### config.mk
export PLATFORM = sky130hd
export DESIGN_NAME = serial_add_sub
export DESIGN_NICKNAME = d
export VERILOG_FILES = /design/src/rtl/serial_add_sub.sv
export SDC_FILE = /design/constraint.sdc
export NUM_CORES = 1
export LEC_CHECK = 0
export CAP_MARGIN = 10
export CORE_ASPECT_RATIO = 2
export CORE_MARGIN = 2
export CORE_UTILIZATION = 48
export CTS_CLUSTER_SIZE = 10
export DETAILED_ROUTE_END_ITERATION = 8
export GPL_ROUTABILITY_DRIVEN = 0
export PLACE_DENSITY = 0.76
export REMOVE_ABC_BUFFERS = 1
export SYNTH_ARGS = -nofsm -noshare
export SYNTH_HDL_FRONTEND = slang
export SYNTH_SLANG_ARGS = --single-unit
### constraint.sdc
create_clock -name clk -period 2.94 [get_ports clk]
set_input_delay 0.588 -clock clk [delete_from_list [all_inputs] [get_ports clk]]
set_output_delay 0.588 -clock clk [all_outputs]
set_load 0.01 [all_outputs]
### src/rtl/serial_add_sub.sv
// Multi-cycle WIDTH-bit adder/subtractor, CHUNK bits per clock, start/busy/done handshake.
// Define SERIAL_ADD_SUB_SAT_EN to saturate the signed result on overflow.
module serial_add_sub #(
    parameter int WIDTH = 16,
    parameter int CHUNK = 4
) (
    input  logic             clk,
    input  logic             rst_n,
    input  logic             start,
    input  logic             mode,
    input  logic [WIDTH-1:0] a,
    input  logic [WIDTH-1:0] b,
    input  logic             cin,
    output logic             busy,
    output logic             done,
    output logic [WIDTH-1:0] sum,
    output logic             cout,
    output logic             ovf,
    output logic             zero
);

    localparam int NCHUNK = WIDTH / CHUNK;
    localparam int CW     = (NCHUNK > 1) ? $clog2(NCHUNK) : 1;

    typedef enum logic {IDLE, RUN} state_t;

    state_t           state, state_nxt;
    logic [WIDTH-1:0] a_r, b_r, res_r, res_nxt, sum_nxt;
    logic             carry_r;
    logic [CW-1:0]    idx_r;
    logic [CHUNK-1:0] a_ck, b_ck;
    logic [CHUNK:0]   csum;
    logic             accept, fin, c_msb, ovf_nxt;

`ifdef SERIAL_ADD_SUB_SAT_EN
    function automatic logic [WIDTH-1:0] saturate(input logic [WIDTH-1:0] raw,
                                                  input logic ovf_f,
                                                  input logic a_msb);
        logic [WIDTH-1:0] r;
        r = raw;
        if (ovf_f)
            r = a_msb ? {1'b1, {(WIDTH-1){1'b0}}} : {1'b0, {(WIDTH-1){1'b1}}};
        return r;
    endfunction
`endif

    always_ff @(posedge clk or negedge rst_n) begin
        if (!rst_n)
            state <= IDLE;
        else
            state <= state_nxt;
    end

    always_comb begin
        state_nxt = state;
        accept    = 1'b0;
        fin       = 1'b0;
        case (state)
            IDLE: begin
                if (start) begin
                    accept    = 1'b1;
                    state_nxt = RUN;
                end
            end
            RUN: begin
                if (idx_r == CW'(NCHUNK - 1)) begin
                    fin       = 1'b1;
                    state_nxt = IDLE;
                end
            end
            default: state_nxt = IDLE;
        endcase
    end

    assign busy = (state == RUN);

    // One chunk slice of the ripple; carry into the MSB is recovered from the sum bit.
    always_comb begin
        a_ck    = a_r[idx_r*CHUNK +: CHUNK];
        b_ck    = b_r[idx_r*CHUNK +: CHUNK];
        csum    = {1'b0, a_ck} + {1'b0, b_ck} + {{CHUNK{1'b0}}, carry_r};
        res_nxt = res_r;
        res_nxt[idx_r*CHUNK +: CHUNK] = csum[CHUNK-1:0];
        c_msb   = csum[CHUNK-1] ^ a_ck[CHUNK-1] ^ b_ck[CHUNK-1];
        ovf_nxt = c_msb ^ csum[CHUNK];
`ifdef SERIAL_ADD_SUB_SAT_EN
        sum_nxt = saturate(res_nxt, ovf_nxt, a_r[WIDTH-1]);
`else
        sum_nxt = res_nxt;
`endif
    end

    always_ff @(posedge clk or negedge rst_n) begin
        if (!rst_n) begin
            a_r     <= '0;
            b_r     <= '0;
            res_r   <= '0;
            carry_r <= 1'b0;
            idx_r   <= '0;
            done    <= 1'b0;
            sum     <= '0;
            cout    <= 1'b0;
            ovf     <= 1'b0;
            zero    <= 1'b0;
        end else begin
            done <= fin;
            if (accept) begin
                // Subtraction is A + ~B + ~borrow.
                a_r     <= a;
                b_r     <= b ^ {WIDTH{mode}};
                carry_r <= cin ^ mode;
                idx_r   <= '0;
            end else if (state == RUN) begin
                res_r   <= res_nxt;
                carry_r <= csum[CHUNK];
                idx_r   <= idx_r + CW'(1);
            end
            if (fin) begin
                sum  <= sum_nxt;
                cout <= csum[CHUNK];
                ovf  <= ovf_nxt;
                zero <= (sum_nxt == '0);
            end
        end
    end

endmodule

==> flow_summary_export.csv <==
group,metric,value,unit
job,cap_violations,0,
status,status,"complete, no violations",
grt,antenna_found_initial,0,
sta,period_share,94.1,%
logic_synthesis,synthArstFlopShare,100,%
layout,syn_to_final_growth,28.9,%
power_and_ir_drop,p_comb_share,53.3,%
floorplan,chipWidth,63.1,microns
setup_path,crit_type,"reg2reg",
grt,grt_max_degree,43,
power_and_ir_drop,power_frac_seq,29.2,%
sta,report.final.hold_viol_count,0,
setup_path,cp_common_cell,"fa_1",
clock_tree,cts.htree.levels,3,
clock_tree,cts_tree,"yes",
power_and_ir_drop,p_total,5.51,mW
setup_path,crit_arrival,2990,ps
grt,globalRouteTotalUtil,21.3,%
layout,drive_above_1_share,12.7,%
power_and_ir_drop,p_leak,1.85,nW
setup_path,critPathLaunchType,"flip-flop",
logic_synthesis,synth_xor_area_share,4.96,%
sta,maxSlewViolCount,0,
clock_tree,numCtsBuffers,9,
detailed_routing,wire_per_inst,15.4,microns
floorplan,coreArea,6830,sq um
layout,final_nets,427,
clock_tree,clkLatencyLatePin,340,ps
clock_tree,cts_buffer_depth,2,
logic_synthesis,muxShareOfSynthArea,11.4,%
layout,finalNonFillerCells,475,
power_and_ir_drop,sw_frac_of_total,40.5,%
floorplan,placement_rows,43,
detailed_routing,avgViaCountPerCell,5.36,
logic_synthesis,yosysMostFrequentCell,"dfrtp_1",
setup_path,path_delay_family,"adder cells",
detailed_routing,wl,7310,microns
detailed_routing,vias,2546,
sta,worstMarginPinSlew,629,ps
logic_synthesis,synth_compound_area_share,13.2,%
setup_path,cp.buffers_inverters,1,
logic_synthesis,synth_fa_ha_area_share,4.17,%
setup_path,crit_chain,"mux4_1 -> fa_1 -> inv_1 -> fa_1 -> nor2b_1 -> nor3_1 -> o32ai_1 -> a32o_1",
logic_synthesis,syn_area,3360,sq um
logic_synthesis,yosysUniqueCellTypes,40,
logic_synthesis,ys_top_cells_by_area,"dfrtp_1 (51%), o21ai_0 (7.0%), nand2_1 (6.4%)",
grt,overflow,0,
setup_path,slowest_stage,"mux4_1",
sta,hold_ws,270,ps
detailed_routing,first_iter_violations,120,
placement,placedCellCount,459,
hold_path,worstHoldPathType,"in2async",
floorplan,initial_core_util,49.1,%
power_and_ir_drop,switchingPower,2.23,mW
setup_path,slowest_delay,590,ps
clock_tree,path_clk_slew,50,ps
detailed_routing,drc_errors,0,
sta,rsz0062_at_grt,"false",
power_and_ir_drop,power.density,1270,nW/um^2
detailed_routing,drtPass1Iterations,4,
sta,relSlewSlack,58.1,%
floorplan,die-area,7720,sq um
sta,skew,8.95,ps
floorplan,die_y,122,microns
setup_path,crit_required,3160,ps
sta,finalSetupViolations,0,
logic_synthesis,syn-instance-count,317,
logic_synthesis,yosysWarnings,0,
logic_synthesis,synth_top_area_cell,"dfrtp_1",
logic_synthesis,synth_common_cells,"dfrtp_1 (68), nand2_1 (57), o21ai_0 (47), xnor2_1 (18), mux2_2 (17)",
logic_synthesis,avgSynthCellArea,10.6,sq um
sta,fmax,0.361,GHz
logic_synthesis,yosys.area.top_type_share,50.7,%
layout,antenna_cells,0,
setup_path,crit_fanout,5,
logic_synthesis,ys_seq_area_share,50.7,%
detailed_routing,ant_nets,0,
power_and_ir_drop,internal-power,3.28,mW
placement,hpwl,5490,microns
layout,num-fill-cells,551,
clock_tree,cts-root-buf,"clkbuf_16",
sta,post-route-min-period,2770,ps
power_and_ir_drop,pwr-share-clk,17.5,%
grt,grt_pass1_vias,2597,
placement,io_buffers,57,
logic_synthesis,synth_top_family_by_area,"compound AO/OA/AOI/OAI gates",
power_and_ir_drop,ir_drop,0.887,mV
logic_synthesis,synthFlopType,"dfrtp_1",
logic_synthesis,yosys.area_share.simple,12.2,%
setup_path,worstSetupEndpointType,"flip-flop",
logic_synthesis,synth_edf_count,0,
floorplan,io_pins,58,
logic_synthesis,ys_ff_latch,68,
grt,grt_pass1_wl,12500,microns
clock_tree,cts.sinks,68,
## registers in the layout (all words and copies together), names as in the netlist
name and cells:
a_r 16, b_r 16, sum 16, res_r 12, idx_r 2, busy 1
carry_r 1, cout 1, done 1, ovf 1, zero 1
## placed cells by master, fill, tap and decap left out, types with 2 or more instances in the layout
master	n
inv_1	11
mux2_2	17
a31oi_1	2
dfrtp_1	67
o22ai_1	2
o21a_1	2
mux4_2	5
ha_1	8
fa_1	2
xnor2_1	18
nor2_1	6
clkinv_2	2
and3_1	2
a32o_1	2
clkbuf_16	9
mux4_1	3
nor2b_1	9
or3_1	4
a21oi_1	7
clkdlybuf4s50_1	56
nand2_1	57
o21ai_0	47
nor3_1	8
and2_1	2
clkbuf_1	4
a22oi_1	5
buf_4	9
## worst paths after layout
path | start | endpoint | slack, ps | depth (start not counted)
max in group asynchronous | rst_n | idx_r[0] | 1930 | 2
min reg2reg | cout | cout | 470 | 2
max reg2reg | idx_r[0] | zero | 170 | 8
max | idx_r[0] | zero | 170 | 8
min | rst_n | res_r[9] | 270 | 1
min in group clk | cout | cout | 470 | 2
## cell type report
| type | instances | area, sq um | share of cell area (%) |
|---|---|---|---|
| sequential | 68 | 1700 | 39.4 |
| inverter | 11 | 41.3 | 0.954 |
| clock inverter | 2 | 10.0 | 0.231 |
| timing repair buffer | 68 | 664 | 15.4 |
| tap | 90 | 113 | 2.60 |
| multi-input combinational | 222 | 1540 | 35.6 |
| clock buffer | 14 | 254 | 5.87 |
## cells by family after synthesis
kind of cell	after synthesis
adders and majority gates	10
DFF	68
muxes	25
buffers and inverters	27
AOI/OAI and AO/OA	76
xor gates and xnor gates	19
and+or+nand+nor	92
## worst reg2reg max path, cell delays in order (launching register included)
cell,delay [ps]
dfrtp_2,400
mux4_1,590
fa_1,400
inv_1,80
fa_1,490
nor2b_1,170
nor3_1,150
o32ai_1,110
a32o_1,260
## what timing repair did
action                     in CTS  in global routing
gates resized for setup         0                  2
setup endpoints to repair       0                  6
buffers inserted                0                  0
hold buffers                    0                  0
## layer usage
layer  GRT usage, %  up-vias  routed length [microns]  part of all wire, %
li1               -     1227                        -                    -
met1           26.3     1221                     3020                   41
met2           35.2       82                     3750                   51
met3           3.02       16                      293                  4.0
met4           13.3        0                      241                  3.3
met5              0        -                        0                    0
## stage by stage
stage               util, %  setup WS [ps]  TNS, ps  cell area, sq um
global placement       59.4            196        0              4060
global route           63.3           13.8        0              4330
finish                 63.3            173        0              4330
CTS                    63.2            102        0              4320
detailed placement     59.4            125        0              4060
floorplan                 -          -77.8    -77.8              3280
## power by group through the flow
stage                     clock [mW]  sequential (mW)  combinational [mW]
final                          0.964             1.61                2.93
after global routing            1.01             1.66                3.22
after CTS                      0.975             1.61                2.93
after detailed placement           0             1.62                2.90
after global placement             0             1.61                2.78
after floorplan                    0             1.61                1.70
Power figures use the tool's default switching activity.
==> RTL change 1 (same settings) <==
`WIDTH`: 16 -> 8.
--- a/src/rtl/serial_add_sub.sv
+++ b/src/rtl/serial_add_sub.sv
@@ -2,5 +2,5 @@
 // Define SERIAL_ADD_SUB_SAT_EN to saturate the signed result on overflow.
 module serial_add_sub #(
-    parameter int WIDTH = 16,
+    parameter int WIDTH = 8,
     parameter int CHUNK = 4
 ) (
Ports: changed (resized a, b and sum); port bits go from 58 to 34. No check against the original RTL was run, so the function may have changed too.
==> RTL change 1 against the unedited design <==
- sequential share of layout area increased by 3.3 points
- total power down 49%
- routed wire length down 55%
- hold slack improved by 0.21 ns
- core utilization fell by 0.80 points
- worst setup slack improved by 0.017 ns
- first-iteration DRC count is 83% lower
- largest power group unchanged
- final area shrank 48%
- sequential cell count decreased by 30
- area after synthesis down 48%
- global-route usage fell by 2.8 points
- largest cell class unchanged
- critical path type unchanged
- non-clock buffer count down 33
==> RTL change 1: results (changes against the unedited design) <==
Outcome
  • Result of the run: finished, final reports clean

Power and ir drop
  • Reported clock group power: 0.000408 W (-58%)
  • Cell-internal power: 0.00174 W (-47%)
  • Leakage component of the power: 1.00 nW (-46%)
  • Part of the power in registers: 34.3% (+5.1 points)

Timing
  • Slew @ Worst Pin: 0.740 ns (+0.111 ns)

Global route
  • Pin count of the biggest net entering global routing: 39 (-9.3%)
  • First-pass GRT wire length: 5280 microns (-58%)
  • Met1 layer usage reported by global route: 16.3% (-10 points)
  • Met3 track demand over resource in global routing: 6.87% (+3.8 points)

Logic synthesis
  • Cell types occupying the most area after synthesis: dfrtp_1 54%, mux2_1 9.0%, nand2_1 9.0%
  • Number of instances in the synthesized netlist: 157 (-50%)
  • Portion of netlist area occupied by mux cells: 12.3% (+0.85 points)

Detailed routing
  • Met2 routed wirelength: 1880 microns (-50%)
  • DR WL met3: 141 microns (-52%)
  • Routed wirelength normalized by instance count: 13.5 microns (-12%)

Setup path
  • Family with the most delay on the worst path: flip-flops
  • Highest net fanout along the worst path: 14 (+9)

CTS
  • CTS clock-pin slew for the worst setup and hold paths: 0.07 ns (+0.02 ns)
  • Insertion delay to the later sink of the worst-skew pair: 0.29 ns (-0.05 ns)
  • Root Buffer: clkbuf_8

Place
  • Number of cells in the design after placement: 234 (-49%)
  • Total of buffers placed on input and output ports: 33 (-42%)
  • Detailed Place HPWL: 2540 microns (-54%)

Final layout
  • Layout fillers: 311 (-44%)
## RTL change 1: cell count changes in the layout (fill, tap and decap cells not counted), sizes merged, moves of 6 or more
cell / delta
o21ai: -31
dfrtp: -30
clkdlybuf4s50: -23
nand2: -14
buf: -10
nor2b: -9
inv: -8
mux4: -8
nor3: -7
xnor2: -7
clkbuf: -6
## RTL change 1: logic make-up (layout without fill, tap and decap cells)
family                     count (synthesis)  in the layout
adders and majority gates                  5              5
muxes                                     19             19
AOI/OAI and AO/OA                         23             23
xor gates and xnor gates                  13             13
and+or+nand+nor                           49             49
buffers and inverters                     10             46
DFF                                       38             38
## RTL change 1: cell type report
type | instances | area [sq um] | area share, %
Clock buffer | 8 | 110 | 4.94
Inverter | 3 | 11.3 | 0.505
Multi-Input combinational cell | 109 | 752 | 33.7
Sequential cell | 38 | 951 | 42.6
Tap cell | 49 | 61.3 | 2.75
Timing Repair Buffer | 35 | 345 | 15.5
==> RTL change 2 (config.mk and constraints unchanged) <==
Made on the original files. Make the reset (`rst_n`) synchronous in 2 clocked blocks.
--- a/src/rtl/serial_add_sub.sv
+++ b/src/rtl/serial_add_sub.sv
@@ -45,5 +45,5 @@
 `endif
 
-    always_ff @(posedge clk or negedge rst_n) begin
+    always_ff @(posedge clk) begin
         if (!rst_n)
             state <= IDLE;
@@ -91,5 +91,5 @@
     end
 
-    always_ff @(posedge clk or negedge rst_n) begin
+    always_ff @(posedge clk) begin
         if (!rst_n) begin
             a_r     <= '0;
Check against the original RTL: differs if rst_n is asserted again (counterexample within 4 cycles, from zero or initial values and one cycle with rst_n low); with rst_n held inactive, the same outputs for 10 cycles.
==> RTL change 2 against the unedited design <==
- routed wire length grew 6.7%
- non-clock buffer count is 3 higher
- worst setup slack worse by 0.036 ns
- area after synthesis is 2.0% lower
- cell count rose by 6.1%
- sequential cell count stayed put
- final area barely moved
Power is not compared: it rests on default switching activity, and its combinational part moved more than twofold at a synthesized area within 25%.
==> RTL change 2: results (changes against the unedited design) <==
Setup path
  • Family with the most delay on the worst path: adder cells
  • Setup slack, reg-to-reg: 0.14 ns (-0.04 ns)
  • Critical path data arrival time: 3.08 ns (+0.09 ns)
  • Crit-path max cell delay: 0.52 ns (-0.07 ns)
  • Critical path's slowest cell: mux4_2
  • Highest net fanout along the worst path: 12 (+7)

Logic synthesis
  • Fraction of synthesis flops using an asynchronous set or reset pin: 0% (-100 points)
  • Cell types occupying the most area after synthesis: dfxtp_1 41%, nand2_1 7.6%, o211a_1 6.1%
  • Portion of the post-synthesis area used by sequential elements: 41.4% (-9.3 points)
  • Leading cell types by count after synthesis: 68 x dfxtp_1, 67 x nand2_1, 20 x o211a_1
  • Number of warnings reported in the yosys synthesis log: 0 (unchanged)
  • Count of unique library cells instantiated by Yosys: 49 (+23%)

CTS
  • Number of buffers created by CTS: 9 (unchanged)
  • Longest Clk Path Bufs: 2 (unchanged)
  • Gates resized, CTS repair: 0 (unchanged)
  • CTS clock-pin slew for the worst setup and hold paths: 0.05 ns (about the same)
  • Insertion delay to the later sink of the worst-skew pair: 0.33 ns
  • Root Buffer: clkbuf_16
  • CTS H-tree depth: 3 (unchanged)

Global route
  • Pin count of the biggest net entering global routing: 52 (+21%)
  • Antenna violations before repair: 0 (unchanged)
  • First-pass GRT wire length: 12700 microns (+1.2%)
  • Total global-route track usage: 21.6% (+0.27 points)
  • Via count of the first global-routing pass: 2690 (+3.6%)

Detailed routing
  • Routed wirelength normalized by instance count: 15.5 microns (+0.57%)
  • Number of design-rule violations left by the first detailed-router iteration: 183 (+53%)
  • Detailed-route vias per instance: 5.55 (+3.6%)
  • Detailed-router iteration count before antenna repair: 4 (unchanged)

Power and ir drop
  • IR drop worst, VDD: around 0.36 mV
  • Leakage component of the power: between 1.5 and 2 nW

Final layout
  • Antenna diode count: 0 (unchanged)
  • Final net count: 458 (+7.3%)
  • Share of cells above drive strength 1: 11.5% (-1.2 points)
  • Layout fillers: 573 (+4.0%)
  • Largest registers: a_r x16, b_r x16, sum x16

Outcome
  • Result of the run: finished, final reports clean

Place
  • Total of buffers placed on input and output ports: 57 (unchanged)
  • Detailed Place HPWL: 5610 microns (+2.1%)

Hold path
  • Worst Hold Class: flop to flop

Timing
  • Slew @ Worst Pin: 0.566 ns (-0.0631 ns)
  • Fin Hold WS: 0.454 ns (+0.184 ns)
  • Worst Skew: 0.00491 ns (-0.00405 ns)
RTL change 2: per-layer routing:
metal  vias up  global-route usage (%)  routed length [microns]
met2        80                    42.5                     4330
met4         0                    10.6                      384
met5         -                       0                        0
met1      1331                    20.8                     2840
met3        32                    4.17                      243
li1       1356                       -                        -
RTL change 2: final timing paths:
path                                       startpoint             endpoint  cells after the start
worst min register to register    sum[8]$_SDFFE_PN0P_  sum[8]$_SDFFE_PN0P_                      2
worst min-delay path              sum[8]$_SDFFE_PN0P_  sum[8]$_SDFFE_PN0P_                      2
worst max register to register  idx_r[0]$_SDFFE_PP0P_     ovf$_SDFFE_PN0P_                     10
worst max-delay path            idx_r[0]$_SDFFE_PP0P_     ovf$_SDFFE_PN0P_                     10
RTL change 2: logic make-up (layout without fill, tap and decap cells):
group | Yosys count | count (layout) | synth area share (%)
and+or+nand+nor | 120 | 120 | 18.2
AOI/OAI and AO/OA | 89 | 89 | 20.4
DFF | 68 | 68 | 41.4
buffers and inverters | 36 | 99 | 4.33
xor gates and xnor gates | 19 | 19 | 5.06
muxes | 11 | 11 | 6.39
adders and majority gates | 10 | 10 | 4.26
RTL change 2: layout make-up:
class | count | area, sq um | area share [%]
multi-input combinational | 249 | 1790 | 41.3
sequential | 68 | 1360 | 31.4
timing repair buffer | 71 | 688 | 15.9
clock buffer | 12 | 267 | 6.15
tap | 88 | 110 | 2.54
clock inverter | 4 | 70.1 | 1.62
inverter | 12 | 45.0 | 1.04
RTL change 2: report_power, final:
group          internal [W]  switching, W
Combinational      0.000181      0.000186
Sequential         0.000967     0.0000304
Clock              0.000808      0.000380
RTL change 2: tightest hold or removal path, cell delays in order, from the launching register on:
cell and delay, ns:
dfxtp_1 0.32, nand2_1 0.04, o21ai_0 0.06
RTL change 2: per-stage QoR:
step / TNS [ns] / instances / setup slack (ns) / total power [W] / cell area (sq um)
3_3_place_gp: 0 / 484 / 0.187 / 0.00136 / 3960
2_1_floorplan: -0.0667 / 329 / -0.0667 / 0.00122 / 3190
4_1_cts: 0 / 500 / 0.111 / 0.00256 / 4300
6_report: 0 / 504 / 0.137 / 0.00255 / 4330
5_1_grt: 0 / 504 / 0.00303 / 0.00264 / 4330
3_5_place_dp: 0 / 484 / 0.125 / 0.00137 / 3960
RTL change 2: what timing repair did:
| item | CTS | global route |
|---|---|---|
| endpoints found under the hold margin | 0 | 0 |
| buffers inserted | 0 | 4 |
| endpoints found under the setup margin | 0 | 1 |
| hold buffers | 0 | 0 |
